<file path="src/rtl/demux_serializer_if.sv">
// Handshake/bus bundle for demux_serializer: word input with select, per-channel beat outputs.
interface demux_serializer_if #(
    parameter int MST_DWIDTH = 32,
    parameter int SYS_DWIDTH = 8,
    parameter int NUM_CH     = 3,
    parameter int SEL_WIDTH  = 2
);
    logic [SEL_WIDTH-1:0]         select;
    logic [MST_DWIDTH-1:0]        data_i;
    logic                         valid_i;
    logic                         ready_o;
    logic [NUM_CH*SYS_DWIDTH-1:0] data_o;
    logic [NUM_CH-1:0]            valid_o;
    logic                         busy_o;
    logic                         drop_o;

    modport master (
        output select, data_i, valid_i,
        input  ready_o, data_o, valid_o, busy_o, drop_o
    );

    modport slave (
        input  select, data_i, valid_i,
        output ready_o, data_o, valid_o, busy_o, drop_o
    );
endinterface

</file>
<file path="src/rtl/demux_serializer.sv">
// Word FIFO + serialiser that steers MST_DWIDTH words as SYS_DWIDTH beats to one of NUM_CH channels.
// Define DEMUX_LSB_FIRST_EN to emit beats least-significant first (default is MSB first).
module demux_serializer_lane #(
    parameter int SYS_DWIDTH = 8,
    parameter int SEL_WIDTH  = 2,
    parameter int LANE_ID    = 0
) (
    input  logic                  clk_sys,
    input  logic                  rst,
    input  logic                  beat_vld,
    input  logic [SEL_WIDTH-1:0]  beat_sel,
    input  logic [SYS_DWIDTH-1:0] beat,
    output logic                  vld,
    output logic [SYS_DWIDTH-1:0] data
);
    localparam logic [SEL_WIDTH-1:0] ID = SEL_WIDTH'(LANE_ID);

    logic hit;
    assign hit = beat_vld && (beat_sel == ID);

    // Data is forced to zero whenever this lane is not the target.
    always_ff @(posedge clk_sys or posedge rst) begin
        if (rst) begin
            vld  <= 1'b0;
            data <= '0;
        end else begin
            vld  <= hit;
            data <= hit ? beat : '0;
        end
    end
endmodule

module demux_serializer #(
    parameter int MST_DWIDTH = 32,
    parameter int SYS_DWIDTH = 8,
    parameter int NUM_CH     = 3,
    parameter int SEL_WIDTH  = 2,
    parameter int FIFO_DEPTH = 4
) (
    input logic              clk_sys,
    input logic              rst,
    demux_serializer_if.slave bus
);
    localparam int RATIO = MST_DWIDTH / SYS_DWIDTH;
    localparam int AW    = $clog2(FIFO_DEPTH);
    localparam int CW    = $clog2(RATIO);

    localparam logic [AW:0]        DEPTH_C  = (AW+1)'(FIFO_DEPTH);
    localparam logic [CW-1:0]      LAST     = CW'(RATIO - 1);
    localparam logic [SEL_WIDTH:0] NUM_CH_W = (SEL_WIDTH+1)'(NUM_CH);

    typedef struct packed {
        logic [SEL_WIDTH-1:0]  sel;
        logic [MST_DWIDTH-1:0] data;
    } entry_t;

    typedef enum logic [1:0] {IDLE, LOAD, SHIFT, DROP} state_t;

    function automatic logic [SYS_DWIDTH-1:0] first_beat(input logic [MST_DWIDTH-1:0] w);
`ifdef DEMUX_LSB_FIRST_EN
        return w[SYS_DWIDTH-1:0];
`else
        return w[MST_DWIDTH-1 -: SYS_DWIDTH];
`endif
    endfunction

    function automatic logic [MST_DWIDTH-1:0] shift_word(input logic [MST_DWIDTH-1:0] w);
`ifdef DEMUX_LSB_FIRST_EN
        return w >> SYS_DWIDTH;
`else
        return w << SYS_DWIDTH;
`endif
    endfunction

    // Word FIFO
    entry_t          mem [FIFO_DEPTH];
    logic [AW-1:0]   wr_ptr, rd_ptr;
    logic [AW:0]     count;
    logic            push, pop, fifo_ne;
    entry_t          head;

    state_t                state;
    logic [CW-1:0]         beat_cnt;
    logic [MST_DWIDTH-1:0] shreg;
    logic [SEL_WIDTH-1:0]  sel_q;
    logic                  drop_q;
    logic                  sel_ok;
    state_t                next_word;

    assign head        = mem[rd_ptr];
    assign fifo_ne     = (count != '0);
    assign bus.ready_o = (count != DEPTH_C);
    assign push        = bus.valid_i && bus.ready_o;
    assign pop         = (state == LOAD);
    assign sel_ok      = ({1'b0, head.sel} < NUM_CH_W);
    assign next_word   = fifo_ne ? LOAD : IDLE;

    always_ff @(posedge clk_sys) begin
        if (push) mem[wr_ptr] <= {bus.select, bus.data_i};
    end

    always_ff @(posedge clk_sys or posedge rst) begin
        if (rst) begin
            wr_ptr <= '0;
            rd_ptr <= '0;
            count  <= '0;
        end else begin
            if (push) wr_ptr <= wr_ptr + 1'b1;
            if (pop)  rd_ptr <= rd_ptr + 1'b1;
            case ({push, pop})
                2'b10:   count <= count + 1'b1;
                2'b01:   count <= count - 1'b1;
                default: count <= count;
            endcase
        end
    end

    // LOAD emits beat 0 straight from the FIFO head, so shreg holds the remaining beats.
    always_ff @(posedge clk_sys or posedge rst) begin
        if (rst) begin
            state    <= IDLE;
            beat_cnt <= '0;
            shreg    <= '0;
            sel_q    <= '0;
            drop_q   <= 1'b0;
        end else begin
            drop_q <= 1'b0;
            case (state)
                IDLE: if (fifo_ne) state <= LOAD;
                LOAD: begin
                    shreg    <= shift_word(head.data);
                    sel_q    <= head.sel;
                    beat_cnt <= '0;
                    if (sel_ok) begin
                        state <= SHIFT;
                    end else begin
                        state  <= DROP;
                        drop_q <= 1'b1;
                    end
                end
                SHIFT: begin
                    if (beat_cnt == LAST) begin
                        state <= next_word;
                    end else begin
                        beat_cnt <= beat_cnt + 1'b1;
                        shreg    <= shift_word(shreg);
                    end
                end
                DROP:    state <= next_word;
                default: state <= IDLE;
            endcase
        end
    end

    // Next beat presented to the lane registers.
    logic                  beat_vld_nxt;
    logic [SEL_WIDTH-1:0]  sel_nxt;
    logic [SYS_DWIDTH-1:0] beat_nxt;

    always_comb begin
        beat_vld_nxt = 1'b0;
        sel_nxt      = sel_q;
        beat_nxt     = '0;
        if (state == LOAD) begin
            beat_vld_nxt = sel_ok;
            sel_nxt      = head.sel;
            beat_nxt     = first_beat(head.data);
        end else if (state == SHIFT && beat_cnt != LAST) begin
            beat_vld_nxt = 1'b1;
            beat_nxt     = first_beat(shreg);
        end
    end

    logic [NUM_CH-1:0]                 lane_vld;
    logic [NUM_CH-1:0][SYS_DWIDTH-1:0] lane_data;

    for (genvar k = 0; k < NUM_CH; k++) begin : g_lane
        demux_serializer_lane #(
            .SYS_DWIDTH (SYS_DWIDTH),
            .SEL_WIDTH  (SEL_WIDTH),
            .LANE_ID    (k)
        ) u_lane (
            .clk_sys  (clk_sys),
            .rst      (rst),
            .beat_vld (beat_vld_nxt),
            .beat_sel (sel_nxt),
            .beat     (beat_nxt),
            .vld      (lane_vld[k]),
            .data     (lane_data[k])
        );
    end

    assign bus.valid_o = lane_vld;
    assign bus.data_o  = lane_data;
    assign bus.drop_o  = drop_q;
    assign bus.busy_o  = fifo_ne || (state != IDLE);
endmodule

</file>
<file path="src/flat_wrapper.sv">
// flat-port wrapper written by rule: the top's interface ports become plain ports
module demux_serializer_flat 
#(
    parameter int MST_DWIDTH = 32,
    parameter int SYS_DWIDTH = 8,
    parameter int NUM_CH     = 3,
    parameter int SEL_WIDTH  = 2,
    parameter int FIFO_DEPTH = 4
)
  (clk_sys, rst, bus_select, bus_data_i, bus_valid_i, bus_ready_o, bus_data_o, bus_valid_o, bus_busy_o, bus_drop_o);
  demux_serializer_if #(.MST_DWIDTH(MST_DWIDTH), .SYS_DWIDTH(SYS_DWIDTH), .NUM_CH(NUM_CH), .SEL_WIDTH(SEL_WIDTH)) bus_i ();
  input logic clk_sys;
  input logic rst;
  input wire logic [$bits(bus_i.select)-1:0] bus_select;
  input wire logic [$bits(bus_i.data_i)-1:0] bus_data_i;
  input wire logic [$bits(bus_i.valid_i)-1:0] bus_valid_i;
  output wire logic [$bits(bus_i.ready_o)-1:0] bus_ready_o;
  output wire logic [$bits(bus_i.data_o)-1:0] bus_data_o;
  output wire logic [$bits(bus_i.valid_o)-1:0] bus_valid_o;
  output wire logic [$bits(bus_i.busy_o)-1:0] bus_busy_o;
  output wire logic [$bits(bus_i.drop_o)-1:0] bus_drop_o;
  assign bus_i.select = bus_select;
  assign bus_i.data_i = bus_data_i;
  assign bus_i.valid_i = bus_valid_i;
  assign bus_ready_o = bus_i.ready_o;
  assign bus_data_o = bus_i.data_o;
  assign bus_valid_o = bus_i.valid_o;
  assign bus_busy_o = bus_i.busy_o;
  assign bus_drop_o = bus_i.drop_o;
  demux_serializer #(.MST_DWIDTH(MST_DWIDTH), .SYS_DWIDTH(SYS_DWIDTH), .NUM_CH(NUM_CH), .SEL_WIDTH(SEL_WIDTH), .FIFO_DEPTH(FIFO_DEPTH)) u_core (.clk_sys(clk_sys), .rst(rst), .bus(bus_i));
endmodule
</file>
<file path="config.mk">
export PLATFORM = sky130hd
export DESIGN_NAME = demux_serializer_flat
export DESIGN_NICKNAME = d
export VERILOG_FILES = /design/src/rtl/demux_serializer_if.sv /design/src/rtl/demux_serializer.sv /design/src/flat_wrapper.sv
export SDC_FILE = /design/constraint.sdc
export NUM_CORES = 1
export LEC_CHECK = 0
export ABC_AREA = 1
export CORE_MARGIN = 8
export CORE_UTILIZATION = 57
export CTS_CLUSTER_DIAMETER = 80
export DETAILED_ROUTE_END_ITERATION = 7
export PLACE_DENSITY = 0.84
export SYNTH_ARGS = -nofsm -noshare
export SYNTH_HDL_FRONTEND = slang
export SYNTH_HIERARCHICAL = 1
export SYNTH_SLANG_ARGS = --single-unit
export TNS_END_PERCENT = 10
</file>
<file path="constraint.sdc">
create_clock -name clk_sys -period 3.6 [get_ports clk_sys]
set_clock_uncertainty 0.2 [all_clocks]
set_input_delay 0.54 -clock clk_sys [delete_from_list [all_inputs] [get_ports clk_sys]]
set_output_delay 0.54 -clock clk_sys [all_outputs]
set_load 0.005 [all_outputs]
</file>
After elaboration in Yosys (flattened, before gate mapping)
Memory sizes are Yosys's and may differ from the RTL's.
Index checks and enable logic that the tools add are counted.
- register bits: 73
- RAM bits: 136
- input bits: 37
- output and inout port bits: 30
- logic and storage cells: 70
- memories kept: 1
- add/sub/neg operators: 5
- order comparisons: 1
- equality and inequality tests: 13
- mux-type cells: 22
- reductions and logical operators: 14
- memory list (memory ; words ; bits a word ; rd ports ; clocked after memory_dff ; write ports ; line ; text):
    u_core.mem ; 4 ; 34 ; 1 ; 0 ; 1 ; demux_serializer.sv:76 ; entry_t mem [FIFO_DEPTH];
- operators with widths (cell ; count):
    $pmux W32 S2 ; 1
    $mux W8 ; 5
    $mux W32 ; 1
    $eq A2 B2 Y1 const B ; 5
    $mux W1 ; 8
    $mux W2 ; 4
    $pmux W2 S4 ; 1
    $add A2 B1 Y2 const B ; 3
    $eq A2 B1 Y1 const B ; 3
    $pmux W3 S2 ; 1
    $reduce_bool A2 Y1 ; 3
    $logic_and A1 B1 Y1 ; 5
    $logic_not A2 Y1 ; 2
    $ne A2 B1 Y1 const B ; 2
    $ne A2 B2 Y1 const B ; 2
    $pmux W2 S2 ; 1
    $reduce_and A2 Y1 ; 2
    $add A3 B1 Y3 const B ; 1
    $ne A3 B3 Y1 const B ; 1
    $reduce_bool A3 Y1 ; 1
    $sub A3 B1 Y3 const B ; 1
    $lt A2 B2 Y1 const B ; 1
    $logic_or A1 B1 Y1 ; 1

Logic depth before layout (Yosys ltp)
- depth in word-level cells: 6
- mapped depth: 11
- depth with buffers taken out: 9

By module
Netlist, hierarchy kept.
- modules (own cells, without submodules) (module ; instances ; cells an instance ; area each (µm²) ; sequential area each (µm²)):
    demux_serializer ; 1 ; 596 ; 7006.7 ; 5034.8
    demux_serializer_lane (u_core.g_lane[1].u_lane ...) ; 2 ; 29 ; 314.1 ; 225.2
    demux_serializer_lane (u_core.g_lane[0].u_lane) ; 1 ; 29 ; 307.8 ; 225.2

Least setup slack after synthesis
Ideal clock, no wire load.
- kind: register to register
- from: register u_core.count[0]
- to: memory u_core/mem[0][0] in the netlist's numbering (enable)
- setup time: 0.425 ns
- arrival time: 2.191 ns
- required time: 2.975 ns
- setup slack: 0.784 ns
- cell stages (with the launch flop): 5
- path buffers: 0
- clock period less this slack: 2.816 ns
- cell sequence: dfrtp_1 inv_1 nand3_1 nand2_1 nor2_1
- word-level cells in the longest chain between the ends: 4
- RTL lines (item ; line ; text):
    start: declaration ; demux_serializer.sv:78 ; logic [AW:0] count;
    start signal: assignment ; demux_serializer.sv:111 ; 2'b10: count <= count + 1'b1;
    start signal: assignment ; demux_serializer.sv:112 ; 2'b01: count <= count - 1'b1;
    start signal: assignment ; demux_serializer.sv:113 ; default: count <= count;
    $ne A3 B3 Y1 ; demux_serializer.sv:92 ; assign bus.ready_o = (count != DEPTH_C);
    via bus_ready_o ; flat_wrapper.sv:17 ; output wire logic [$bits(bus_i.ready_o)-1:0] bus_ready_o;
    $logic_and A1 B1 Y1 ; demux_serializer.sv:93 ; assign push = bus.valid_i && bus.ready_o;
    $mux W1 ; demux_serializer.sv:99 ; if (push) mem[wr_ptr] <= {bus.select, bus.data_i};
    $mux W1 (not written as such) ; demux_serializer.sv:99 ;
    end: declaration ; demux_serializer.sv:76 ;
The timed path passes the listed nets, and every way through them passes these cells.

Worst setup path after layout
- from: register u_core.state[0]
- to: register u_core.g_lane[0].u_lane.data[7]
- word-level cells in the longest chain between the ends: 6
- elaborated cells between the ends (all ways): 11
- classes of those cells: eq/ne: 2; mux: 6; reduce/logical: 3
- RTL lines (item ; line ; text):
    start: declaration ; demux_serializer.sv:82 ; state_t state;
    start signal: assignment ; demux_serializer.sv:143 ; state <= next_word;
    start signal: assignment ; demux_serializer.sv:149 ; DROP: state <= next_word;
    $eq A2 B2 Y1 ; demux_serializer.sv:168 ; end else if (state == SHIFT && beat_cnt != LAST) begin
    $logic_and A1 B1 Y1 ; demux_serializer.sv:168 ;
    $mux W1 ; demux_serializer.sv:168 ;
    $mux W1 (*) ; demux_serializer.sv:164 ; if (state == LOAD) begin
    via u_core.beat_vld_nxt ; demux_serializer.sv:156 ; logic beat_vld_nxt;
    $logic_and A1 B1 Y1 (*) ; demux_serializer.sv:19 ; assign hit = beat_vld && (beat_sel == ID);
    $mux W8 (*) ; demux_serializer.sv:28 ; data <= hit ? beat : '0;
    end signal: assignment ; demux_serializer.sv:28 ;
    end: declaration ; demux_serializer.sv:14 ; output logic [SYS_DWIDTH-1:0] data
Mark *: on every way through the listed nets, which the timed path passes. The rest lies on a longest branch.
A chain may end at the register's enable or synchronous reset.

==> out/results.ini <==
[sta]
period_share=0.746
slew_viol_final=0
worstMarginPinSlew_ps=757
setup_tns_ps=0
rsz0062_at_grt=false
setup_viol=0
max_freq_ghz=0.372
timing.hold.ws_ps=220
hold_violations=0
slew_headroom=0.494
post-route-min-period_ps=2690

[yosys]
syn_area_um2=7940
syn_area_per_cell_um2=11.6
ys_seq_elements=201
syn_inst=683
synthXorXnorAreaFrac=0.00441
ys_types=32
synth_top_family_by_area=simple AND/OR/NAND/NOR gates
synthMuxAreaShare=0
synth_fa_ha_area_frac=0.0120
ys_seq_area_frac=0.719
yosysWarningCount=6
yosys.area_share.simple=0.158
synth_compound_area_frac=0.0558
syn_nets=727

[floorplanning]
boundaryPins=67
die_w_um=134
die_area_um2=18000
fp-row-count=43
coreArea_um2=13800
initial_core_util=0.577
die_h_um=134

[clock_tree]
clk_latency_ps=490
cts_tree=yes
htree_levels=1
cts_hold_buf=0
ctsLongestPathBuffers=3
postCtsResizedCells=0
cts_buffers=20
root_buffer=clkbuf_16
cts.sinks=201
path_clk_slew_ps=60
postCtsSetupBuffers=0

[route]
ant_nets=0
drc=0
routed_wl_um=16300
drt-initial-drc-count=341
first_pass_iters=5
num_vias=5097
wl_per_cell_um=17.3
via_per_inst=5.41

[layout]
final_common_cell=nand2_1
final_cells=943
fin_nets=793
synthToLayoutAreaGrowth_pct=18.5
antenna_cells=0
drive_above_1_share=0.0721
most-common-layout-cells=nand2_1, edfxtp_1, clkdlybuf4s50_1, dfrtp_1, nand3_1

[run_status]
status=finished clean

[power]
power.density_nw_per_um2=862
design_power_total_mw=8.11
vdd_drop_max_uv=497
p_leak_nw=3.78

[placement]
routabilityCongestion=0.826
portBuffers=66
dp_hpwl_um=10200
dp.cells=907

[critical_path]
r2r_slack_ps=910
endpoint_kind=register
path_max_fanout=25
arrival_ps=2900
crit_path_frequent_cell=nand2_2
cpPeakStageDelay_ps=580
startpoint_type=register
worstPathCellList=inv_2, nand2_2, or2_1, nand2_8, inv_4, a31oi_2, nand2_2, nor2_1
timing.rr.end=u_core/g_lane[0].u_lane/data[7]$_DFF_PP0_
worstPathRequired_ps=3810
path_class=register to register
worstReg2RegStart=u_core/state[0]$_DFFE_PP0P_
critPathSlowestCell=or2_1
reg2reg_depth=8

[flow_run]
drv_cap=0

[grt]
grt_overflow_total=0
grt_pass1_wl_um=26600
grt_pass1_vias=5292
groute.usage.overall=0.185
grt_max_degree=52
antenna_found_initial=0

[hold_path]
hp-class=input port to async pin

## kinds of logic after synthesis
logic type | Yosys count
simple gates | 296
flops | 201
buf+inv | 98
compound gates | 77
fa+ha+maj | 7
xor+xnor | 4
## sequential cells by signal, indices dropped and copies added, names as in the netlist, 3 cells and up
signal / cells
u_core/shreg: 24
u_core/g_lane.u_lane/vld: 3
u_core/count: 3
u_core/g_lane.u_lane/data: 24
u_core/mem: 136
## worst max-delay path, delay by kind of cell (launching register included)
family	cells	cell delay [ps]
AO/OA/AOI/OAI	1	360
AND/OR/NAND/NOR	5	1430
buffers and inverters	2	200
flip-flops	1	400
## how the worst max path moves through the flow
stage,start,slack (ps),end
after floorplan,u_core/count[0]$_DFFE_PP0P_,780,u_core/mem[0][0]$_DFFE_PP_
after global placement,bus_valid_i,950,u_core/count[2]$_DFFE_PP0P_
after detailed placement,bus_valid_i,940,u_core/count[2]$_DFFE_PP0P_
after CTS,u_core/state[0]$_DFFE_PP0P_,940,u_core/g_lane[0].u_lane/data[4]$_DFF_PP0_
after global routing,u_core/state[0]$_DFFE_PP0P_,750,u_core/g_lane[0].u_lane/data[4]$_DFF_PP0_
final,u_core/state[0]$_DFFE_PP0P_,910,u_core/g_lane[0].u_lane/data[7]$_DFF_PP0_
## power by group
part	total [mW]	switching [mW]	internal (mW)
Sequential	3.35	0.244	3.10
Combinational	2.74	1.86	0.877
Clock	2.03	0.806	1.22
Total	8.11	2.91	5.20
## final cells by class
type                       count  area, µm²
clock inverter                 6       52.6
sequential                   201       5710
timing repair buffer          76        736
multi-input combinational    384       1840
clock buffer                  30        599
fill                         955       4360
tap                          180        225
inverter                      66        250
## Yosys cell counts
| cell | instances | area (µm²) |
|---|---|---|
| nor2_1 | 56 | 210 |
| o22ai_1 | 4 | 25.0 |
| buf_4 | 2 | 15.0 |
| xor2_1 | 2 | 17.5 |
| nand2_2 | 3 | 18.8 |
| inv_4 | 1 | 6.26 |
| a21oi_1 | 3 | 15.0 |
| a21boi_0 | 8 | 60.1 |
| dfrtp_1 | 65 | 1630 |
| or2_1 | 1 | 6.26 |
| nand2_1 | 166 | 623 |
| clkbuf_1 | 17 | 63.8 |
| nor3_1 | 1 | 5.00 |
| buf_2 | 11 | 55.1 |
| inv_2 | 2 | 7.51 |
| a31oi_2 | 1 | 12.5 |
| buf_6 | 2 | 22.5 |
| edfxtp_1 | 136 | 4080 |
| o211ai_1 | 8 | 60.1 |
| nor2_2 | 2 | 12.5 |
| nor4_1 | 1 | 6.26 |
| nand2_8 | 1 | 20.0 |
| o21ai_1 | 8 | 40.0 |
| nand3_1 | 63 | 315 |
| ha_1 | 6 | 75.1 |
| fa_1 | 1 | 20.0 |
| o21ai_0 | 41 | 205 |
| inv_1 | 62 | 233 |
| xnor2_1 | 2 | 17.5 |
| clkinv_1 | 1 | 3.75 |
| a31oi_1 | 4 | 25.0 |
| nand3_4 | 2 | 35.0 |
## through the flow
stage | cell area [µm²] | worst slack, ps | utilization
finish | 9410 | 913 | 0.683
global route | 9410 | 753 | 0.683
CTS | 9410 | 942 | 0.683
detailed placement | 8760 | 943 | 0.636
global placement | 8760 | 949 | 0.636
floorplan | 7940 | 784 | -
## layer usage
metal  wire length (µm)  vias up  track usage
li1                   -     2410            -
met1               6560     2455        0.228
met2               8080      194        0.310
met3               1220       38       0.0408
met4                429        0       0.0792
met5                  0        -            0
Note: power is estimated with default switching activity, not from simulation.
==> edit (same flow settings) <==
`data` no longer has a reset.
--- a/src/rtl/demux_serializer.sv
+++ b/src/rtl/demux_serializer.sv
@@ -22,11 +22,13 @@
     always_ff @(posedge clk_sys or posedge rst) begin
         if (rst) begin
             vld  <= 1'b0;
-            data <= '0;
         end else begin
             vld  <= hit;
-            data <= hit ? beat : '0;
-        end
+        end
+    end
+
+    always_ff @(posedge clk_sys) begin
+        data <= hit ? beat : '0;
     end
 endmodule
 
Function: differs if rst is asserted again (counterexample within 4 cycles, from zero or initial values and one cycle with rst high); with rst held inactive, the same outputs for 10 cycles.
==> edit against the original RTL <==
  * Sequential cell count is the same
  * Sequential share of layout area down 0.81 points
  * Routed wire length up 1.8%
  * Final cell count stayed put
  * Area after synthesis decreased by 1.5%
  * Worst setup slack got worse by 0.29 ns
  * Cell area is 0.77% lower
  * Non-clock buffer count stayed put
  * Worst hold slack got worse by 0.15 ns
  * Clock power rose by 4%
  * Total power grew 1.2%
  * Critical endpoint is now u_core/g_lane[0].u_lane/data[6]
==> edit: results (changes against the original RTL) <==
Status
  • Outcome: completed

Routing
  • Met2 WL: 8.222 mm (+1.7%)
  • DR WL met3: 1.216 mm (-0.25%)
  • WL final: 16.58 mm (+1.8%)
  • Met1 WL: 6.703 mm (+2.1%)
  • Vias per cell: 5.469 (+1.2%)
  • Drt initial violations: 498 (+46%)
  • Drt wl/cell: 17.58 um (+1.8%)

STA
  • Final worst slack: 0.6201 ns (-0.2930 ns)
  • Worst slew margin: 52.10% (+2.7 points)

GRT
  • Met2 Usage GRT: 32.22% (+1.2 points)
  • Largest net degree at the start of global routing: 60 (+15%)
  • Routing usage on met1: 22.52% (-0.24 points)
  • Met3 Track Usage GR: 3.991% (-0.085 points)
  • First-pass GRT wire length: 26.72 mm (+0.57%)
  • Gr usage total: 18.65% (+0.15 points)
  • Vias in the first global route: 5366 (+1.4%)

Power
  • Pint: 5.275 mW (+1.5%)
  • Pleak: 3.662 nW (-3.0%)
  • Max VDD drop: 0.5452 mV (+9.7%)

Placed design
  • Placer's final routability congestion estimate: 0.8245 (-0.19%)
  • Final HPWL DP: 10.03 mm (-1.9%)
  • Dpl cell area: 0.008651 mm2 (-1.2%)
  • Pre-CTS setup slack: 0.7090 ns (-0.2337 ns)

Synthesis
  • XOR/XNOR share of the synthesized area: 0.4479% (+0.0068 points)
  • Synth cell count leaders: 166 x nand2_1, 136 x edfxtp_1, 63 x nand3_1, 62 x inv_1, 56 x nor2_1
  • Synth top area cells: edfxtp_1 52%, dfrtp_1 13%, nand2_1 8.0%
  • Share of the yosys chip area belonging to registers: 71.47% (-0.43 points)
  • Post-synth cell types: 33 (+3.1%)
  • Syn. warnings: 6 (unchanged)
  • Synth Area in Adders: 1.216% (+0.018 points)

Clock network
  • Post-CTS Resized: 0 (unchanged)
  • Number of H-tree levels: 1 (unchanged)

Layout
  • Clock-cell share: 7.356% (+0.43 points)
  • NonClk Buf Share: 8.013% (+0.19 points)
  • Register area: 0.005592 mm2 (-2.1%)
  • Share of cells above drive strength 1: 7.471% (+0.26 points)
  • Clock buf count: 31 (+3.3%)
  • Filler cells: 935 (-2.1%)

Critical path
  • Crit path DAT: 3.18 ns (+0.28 ns)
  • CP max stage delay: 0.76 ns (+0.18 ns)
  • Worst path slowest cell: clkinv_1
  • Critical Path Fanout Max: 19 (-24%)
[edit: final timing paths]
check	startpoint	to	slack, ns	cells past startpoint
setup reg to reg	u_core/rd_ptr[1]	u_core/g_lane[0].u_lane/data[6]	0.62	6
min in group clk_sys	u_core/shreg[19]	u_core/shreg[19]	0.28	2
max in group asynchronous	rst	u_core/shreg[12]	2.31	3
setup / recovery	u_core/rd_ptr[1]	u_core/g_lane[0].u_lane/data[6]	0.62	6
hold reg to reg	u_core/shreg[19]	u_core/shreg[19]	0.28	2
hold / removal	rst	u_core/g_lane[2].u_lane/vld	0.07	2
[edit: power groups by stage]
stage / sequential, mW / combinational, mW / clock [mW]
floorplan: 3.31 / 1.93 / 0
finish: 3.37 / 2.72 / 2.11
detailed placement: 3.41 / 2.67 / 0
global placement: 3.38 / 2.57 / 0
CTS: 3.37 / 2.72 / 2.14
global route: 3.42 / 3.03 / 2.24
